--- config.mk ---
export PLATFORM = sky130hd
export DESIGN_NAME = mem_access_unit
export DESIGN_NICKNAME = d
export VERILOG_FILES = /design/src/rtl/mem_access_unit.sv
export SDC_FILE = /design/constraint.sdc
export NUM_CORES = 1
export LEC_CHECK = 0
export ABC_CLOCK_PERIOD_IN_PS = 2200
export CAP_MARGIN = 5
export CORE_MARGIN = 3
export CORE_UTILIZATION = 36
export CTS_CLUSTER_SIZE = 24
export DETAILED_ROUTE_END_ITERATION = 16
export HOLD_SLACK_MARGIN = 0.08
export PLACE_DENSITY = 0.77
export REMOVE_ABC_BUFFERS = 1
export SETUP_SLACK_MARGIN = 0.02
export SYNTH_ARGS = -nofsm -noshare
export SYNTH_HDL_FRONTEND = slang
export SYNTH_SLANG_ARGS = --single-unit
--- constraint.sdc ---
create_clock -name clk -period 2.2 [get_ports clk]
set_input_delay 0.44 -clock clk [delete_from_list [all_inputs] [get_ports clk]]
set_output_delay 0.44 -clock clk [all_outputs]
set_load 0.05 [all_outputs]
--- src/rtl/mem_access_unit.sv ---
// rtl/mem_access_unit.sv - load/store access unit between a request/response handshake and a registered-read data cache
module mem_access_unit (
  input  logic        clk,
  input  logic        rst,
  input  logic        req_valid,
  output logic        req_ready,
  input  logic        req_we,
  input  logic [2:0]  req_type,
  input  logic [31:0] req_addr,
  input  logic [31:0] req_wdata,
  output logic        resp_valid,
  input  logic        resp_ready,
  output logic [31:0] resp_rdata,
  output logic        resp_err,
  output logic [3:0]  cache_write_en,
  output logic [29:0] cache_addr,
  output logic [31:0] cache_in_data,
  input  logic [31:0] cache_out_data
);

  localparam logic [1:0] IDLE   = 2'd0;
  localparam logic [1:0] ACCESS = 2'd1;
  localparam logic [1:0] RESP   = 2'd2;

  logic [1:0]  state_q, state_d;
  logic        we_q, we_d;
  logic [2:0]  type_q, type_d;
  logic [1:0]  off_q, off_d;
  logic [31:0] wdata_q, wdata_d;
  logic        err_q, err_d;
  logic [29:0] caddr_q, caddr_d;

  logic        type_ok, align_ok, range_ok, legal;
  logic [3:0]  lane_mask;
  logic [31:0] store_data;
  logic [31:0] shifted;
  logic [31:0] load_data;

  // Legality of the incoming request: type, natural alignment and 16 KiB window
  always_comb begin
    type_ok = 1'b0;
    if (req_we) begin
      type_ok = (req_type == 3'b000) || (req_type == 3'b001) || (req_type == 3'b010);
    end else begin
      type_ok = (req_type == 3'b000) || (req_type == 3'b001) || (req_type == 3'b010) ||
                (req_type == 3'b100) || (req_type == 3'b101);
    end
    case (req_type[1:0])
      2'b01:   align_ok = ~req_addr[0];
      2'b10:   align_ok = (req_addr[1:0] == 2'b00);
      default: align_ok = 1'b1;
    endcase
    range_ok = (req_addr[31:14] == 18'd0);
    legal    = type_ok && align_ok && range_ok;
  end

  // Next-state and capture logic; cache_addr tracks the last accepted address
  always_comb begin
    state_d = state_q;
    we_d    = we_q;
    type_d  = type_q;
    off_d   = off_q;
    wdata_d = wdata_q;
    err_d   = err_q;
    caddr_d = caddr_q;
    case (state_q)
      IDLE: begin
        if (req_valid) begin
          we_d    = req_we;
          type_d  = req_type;
          off_d   = req_addr[1:0];
          wdata_d = req_wdata;
          err_d   = ~legal;
          caddr_d = req_addr[31:2];
          state_d = legal ? ACCESS : RESP;
        end
      end
      ACCESS: state_d = RESP;
      RESP: begin
        if (resp_ready) begin
          state_d = IDLE;
        end
      end
      default: state_d = IDLE;
    endcase
  end

  // State registers with synchronous reset
  always_ff @(posedge clk) begin
    if (rst) begin
      state_q <= IDLE;
      we_q    <= 1'b0;
      type_q  <= 3'b000;
      off_q   <= 2'b00;
      wdata_q <= 32'd0;
      err_q   <= 1'b0;
      caddr_q <= 30'd0;
    end else begin
      state_q <= state_d;
      we_q    <= we_d;
      type_q  <= type_d;
      off_q   <= off_d;
      wdata_q <= wdata_d;
      err_q   <= err_d;
      caddr_q <= caddr_d;
    end
  end

  // Store lane enables and byte-lane replicated write data
  always_comb begin
    case (type_q[1:0])
      2'b00: begin
        lane_mask  = 4'b0001 << off_q;
        store_data = {4{wdata_q[7:0]}};
      end
      2'b01: begin
        lane_mask  = 4'b0011 << off_q;
        store_data = {2{wdata_q[15:0]}};
      end
      default: begin
        lane_mask  = 4'b1111;
        store_data = wdata_q;
      end
    endcase
  end

  // Load alignment and sign/zero extension of the cache read word
  always_comb begin
    shifted = cache_out_data >> {off_q, 3'b000};
    case (type_q)
      3'b000:  load_data = {{24{shifted[7]}}, shifted[7:0]};
      3'b001:  load_data = {{16{shifted[15]}}, shifted[15:0]};
      3'b100:  load_data = {24'd0, shifted[7:0]};
      3'b101:  load_data = {16'd0, shifted[15:0]};
      default: load_data = shifted;
    endcase
  end

  // Outputs; reset masks everything so a store in flight is cancelled in the same cycle
  always_comb begin
    req_ready      = rst || (state_q == IDLE);
    resp_valid     = !rst && (state_q == RESP);
    resp_err       = !rst && (state_q == RESP) && err_q;
    resp_rdata     = (!rst && (state_q == RESP) && !we_q && !err_q) ? load_data : 32'd0;
    cache_write_en = (!rst && (state_q == ACCESS) && we_q && !err_q) ? lane_mask : 4'b0000;
    cache_in_data  = (!rst && (state_q == ACCESS) && we_q && !err_q) ? store_data : 32'd0;
    cache_addr     = rst ? 30'd0 : caddr_q;
  end

endmodule
Yosys cells after proc, flatten, opt, wreduce, memory -nomap -nowiden:

Index checks and enable logic that the tools add are counted.

* equal/unequal tests: 14
* shift operators: 3
* mux-type cells: 13
* bitwise logic cells: 2
* reduce and logical (&&, ||, !) cells: 25

Operators by type and width (count)
* $pmux 32 s4: 1
* $mux 32: 2
* $pmux 32 s2: 1
* $shr 32x5->32: 1
* $mux 30: 1
* $logic_not 18->1: 1
* $eq 3x3->1 const B: 4
* $logic_and 1x1->1: 9
* $pmux 4 s2: 1
* $eq 2x1->1 const B: 3
* $eq 3x1->1 const B: 2
* $logic_not 2->1: 3
* $logic_not 3->1: 2
* $mux 2: 3
* $pmux 2 s3: 1
* $logic_or 1x1->1: 5
* $eq 2x2->1 const B: 2
* $mux 4: 1
* $ne 2x2->1 const B: 2
* $reduce_and 2->1: 2
* $shl 1x2->4 const A: 1
* $shl 2x2->4 const A: 1
* $eq 3x2->1 const B: 1
* $logic_not 1->1: 3
* other kinds (3): 4

* bits in registers: 71
* output and inout bits: 101

Logic depth before layout (Yosys ltp):

* depth in word-level cells: 11
* gate-level depth with buffers: 6

Least setup slack after synthesis:

OpenSTA, ideal clock, no wires.

* path type: in2out
* from: input port rst
* to: output port resp_rdata[6]
* arrival: 2.553 ns
* required time: 1.760 ns
* setup slack: -0.793 ns
* stages on the path: 5
* path buffers: 2
* cell sequence: or3b_1 or2_0 buf_2 clkbuf_1 a211oi_1

* longest elaborated chain between the ends: 5

Ends and longest elaborated chain
* from (decl): RTL line 4 `input logic rst,`
* $logic_not 1->1: RTL line 144 `resp_rdata = (!rst && (state_q == RESP) && !we_q && !err_q) ? load_data : 32'd0;`
* $logic_and 1x1->1 (3 in series): RTL line 144
* $mux 32: RTL line 144
* to (decl): RTL line 13 `output logic [31:0] resp_rdata,`

Every way passes these cells.

Worst setup path after layout:

* from: register state_q[1]
* to: output port resp_rdata[28]

* longest elaborated chain between the ends: 5

Ends and longest elaborated chain
* from (decl): RTL line 25 `logic [1:0] state_q, state_d;`
* from (signal assigned): RTL line 99 `state_q <= state_d;`
* $eq 2x2->1: RTL line 144
* $logic_and 1x1->1 (3 in series): RTL line 144
* $mux 32: RTL line 144

Every way passes these cells.

==> results.yml <==
status:
  outcome: "complete, but fails checks"
  failed_checks: "setup timing"
synthesis:
  synth.cell_area_um2: 3950
  postSynth.asyncResetShare_pct: 0
  syn_inst: 525
  synth_top_area_cell: "sky130_fd_sc_hd__dfxtp_1"
  ys.flop_type: "sky130_fd_sc_hd__dfxtp_1"
  synth_seq_area_share_pct: 36.0
  synthMostInstantiatedCell: "sky130_fd_sc_hd__nand2_1"
  synth_top_area_share_pct: 36.0
  yosys.cell_types.count: 38
  count_of_flip_flops_with_a_built_in_enable_after_synthesis: 0
  synth_area_leaders: "sky130_fd_sc_hd__dfxtp_1, sky130_fd_sc_hd__nand2_1, sky130_fd_sc_hd__mux2i_1"
  ys_warn_count: 0
  synth.avg_cell_area_um2: 7.51
  ys_seq_elements: 71
  synth_commonest_cells: "sky130_fd_sc_hd__nand2_1, sky130_fd_sc_hd__dfxtp_1, sky130_fd_sc_hd__a21oi_1"
detailed_routing:
  post_drt_via_cell_ratio: 5.38
  postRouteAntennaNets: 0
  detail_route.iter0.violations: 413
  via_count: 4801
  first_pass_iters: 4
  post-route-drc-count: 0
  detail_route.wl_per_cell_um: 19.2
  wirelength_um: 17200
final_layout:
  layout-drive-gt1-share_pct: 34.1
  postLayoutCellArea_um2: 8230
  fillerInstances: 652
  syn_to_final_growth_pct: 109
  layout.nets: 856
floorplan:
  initial_core_util_pct: 37.5
  ioPinCount: 205
  fp.dieW_um: 111
  std_cell_rows: 37
  fp.dieArea_um2: 12300
  coreArea_um2: 10500
  floorplan.die.height_um: 111
global_routing:
  grt.busiest_layer: "met2"
  grt.met3_usage_pct: 6.60
  grt_use_met2_pct: 47.9
  met1_usage_pct: 30.6
  grt_start_max_net_pins: 42
  global_route_wire_length_before_repair_um: 26800
  grt_overflow: 0
  grt_antenna_before_repair: 2
  grt_usage_pct: 27.0
  grt_pass1_vias: 5139
timing:
  hold_ws_ns: 0.458
  tightestPinTransition_ns: 0.423
  setup_ws_ns: -0.353
  timing.slew.headroom_pct: 71.0
  finalWorstPathRequiredPeriod_ns: 2.55
  final_hold_vios: 0
  fmax_mhz: 392
  min_period_over_period_pct: 116
  grt_setup_unrepaired: "yes"
  max_slew_vio_count: 0
  timing.clock.skew_ns: 0.0188
  report.final.setup_viol: 60
setup_path:
  cp_data_required_time_ns: 1.76
  cp_cell_sequence: "or3b_4 -> or2_4 -> a2111o_1 -> buf_12 -> nand2_1 -> buf_12"
  crit_path_end_kind: "output pin"
  critPathMostFrequentCell: "sky130_fd_sc_hd__buf_12"
  critical_path_arrival_ns: 2.11
  crit_slowest_cell: "sky130_fd_sc_hd__or3b_4"
  timing.critical_path.slowest_cell_delay_ns: 0.41
  crit_path_start_kind: "flip-flop"
  critical_path_class: "flip-flop to output pin"
  crit_path_max_fanout: 16
placement:
  placement.setup.worst_slack_ns: -0.642
  hpwl_um: 11600
  portBuffers: 204
  gpl.final_weighted_congestion: 0.910
  placement_stage_cell_area_um2: 7340
power:
  p_per_area_nw_per_um2: 458
  internal-power_uw: 2530
  power.leakage_uw: 0.00313
  pwr-share-comb_pct: 34.5
  netSwitchingPower_uw: 1250
  power_frac_seq_pct: 38.2
  clkPwrFrac_pct: 27.3
  peak_supply_drop_mv: 0.368
  power.share.switching_pct: 33.1
flow_run:
  cap_violations: 0
clock_network:
  clk-insertion-delay-late_ns: 0.35
  cell_at_the_root_of_the_clock_tree: "sky130_fd_sc_hd__clkbuf_8"
  post_cts_hold_buffer_count: 0
  htree_num_levels: 3
  cts_tree: "yes"
  cts.sink_count: 71
  ctsLongestPathBuffers: 2
  cts_buffers: 9
  clkSlewWorstSetupHoldPaths_ns: 0.07
worst_hold_path:
  min-delay-path-class: "flip-flop to flip-flop"
-- per-layer routing --
metal / vias to the layer above / wire length [um] / share of wire [%]
met5: - / 0 / 0
met4: 0 / 552 / 3.2
met3: 37 / 1250 / 7.3
met2: 215 / 8790 / 51
met1: 2303 / 6580 / 38
li1: 2246 / - / -
-- logic make-up after synthesis --
logic type / share of synthesized area, %
adders and majority gates: 0.952
AOI/OAI and AO/OA: 22.0
and+or+nand+nor: 27.3
buffers and inverters: 5.11
DFF: 36.0
muxes: 8.66
-- worst max-delay path, delay by kind of cell (launching register included) --
family,cells,cell delay (ns)
AND/OR/NAND/NOR,3,0.78
flip-flops,1,0.35
AO/OA/AOI/OAI,1,0.33
buffers and inverters,2,0.33
-- stage by stage --
stage	utilization, %	cells	setup TNS, ns	total power [uW]
2_1_floorplan	-	481	-85.85	2000
3_5_place_dp	69.9	863	-20.57	2650
4_1_cts	77.7	889	-19.20	3770
6_report	78.3	892	-14.98	3770
3_3_place_gp	69.9	863	-15.68	2620
5_1_grt	78.3	892	-18.42	3950
-- repair_timing --
action,CTS,global route
endpoints found under the setup margin,74,74
gates cloned,3,0
setup buffers,7,4
pin swaps,13,15
gates resized for setup,128,27
-- flip-flops by register name, summed over array words and instances, names as in the netlist --
signal / flops
wdata_q: 32
caddr_q: 30
type_q: 3
off_q: 2
state_q: 2
err_q: 1
we_q: 1
-- cell type report --
cell class / instances / area, um2 / share of cell area [%]
sequential: 71 / 1430 / 17.3
timing repair buffer: 257 / 3560 / 43.3
antenna: 2 / 5.00 / 0.0608
multi-input combinational: 403 / 2840 / 34.5
tap: 136 / 170 / 2.07
inverter: 7 / 26.3 / 0.319
clock buffer: 9 / 124 / 1.50
clock inverter: 7 / 71.3 / 0.866
-- power by group through the flow --
stage	logic, uW	clock network (uW)	registers [uW]
after global routing	1370	1120	1450
after CTS	1270	1060	1440
final	1300	1030	1440
after detailed placement	1190	0	1470
after global placement	1160	0	1460
after floorplan	524	0	1480
-- cells in the final DEF (no fill, tap or decap), types with 3 or more instances in the layout --
cell                                n
sky130_fd_sc_hd__nand2_1          108
sky130_fd_sc_hd__buf_12           105
sky130_fd_sc_hd__clkdlybuf4s50_1   98
sky130_fd_sc_hd__dfxtp_1           68
sky130_fd_sc_hd__a21oi_1           45
sky130_fd_sc_hd__nor2b_1           38
sky130_fd_sc_hd__buf_4             38
sky130_fd_sc_hd__mux2i_1           32
sky130_fd_sc_hd__o22a_1            30
sky130_fd_sc_hd__nor2_1            19
sky130_fd_sc_hd__a21oi_4           19
sky130_fd_sc_hd__nor2_4            18
sky130_fd_sc_hd__a211oi_1           9
sky130_fd_sc_hd__clkbuf_8           9
sky130_fd_sc_hd__buf_6              9
sky130_fd_sc_hd__and2_4             8
sky130_fd_sc_hd__inv_1              7
sky130_fd_sc_hd__o21ai_2            7
sky130_fd_sc_hd__o21ai_0            7
sky130_fd_sc_hd__and2_0             7
sky130_fd_sc_hd__nor4_1             6
sky130_fd_sc_hd__a211oi_2           6
sky130_fd_sc_hd__nand2_2            5
sky130_fd_sc_hd__dlygate4sd2_1      4
sky130_fd_sc_hd__or2_2              3
sky130_fd_sc_hd__ha_1               3
sky130_fd_sc_hd__clkinvlp_4         3
-- final timing paths --
path                                               start  cells past startpoint  slack (ns)                  endpoint
worst max-delay path             state_q[1]$_SDFFE_PP0P_                      6       -0.35            resp_rdata[28]
worst min-delay path            wdata_q[30]$_SDFFE_PP0P_                      2        0.46  wdata_q[30]$_SDFFE_PP0P_
worst max register to register   state_q[1]$_SDFFE_PP0P_                      4        0.58  caddr_q[21]$_SDFFE_PP0P_
worst min register to register  wdata_q[30]$_SDFFE_PP0P_                      2        0.46  wdata_q[30]$_SDFFE_PP0P_
Power figures use the tool's default switching activity.
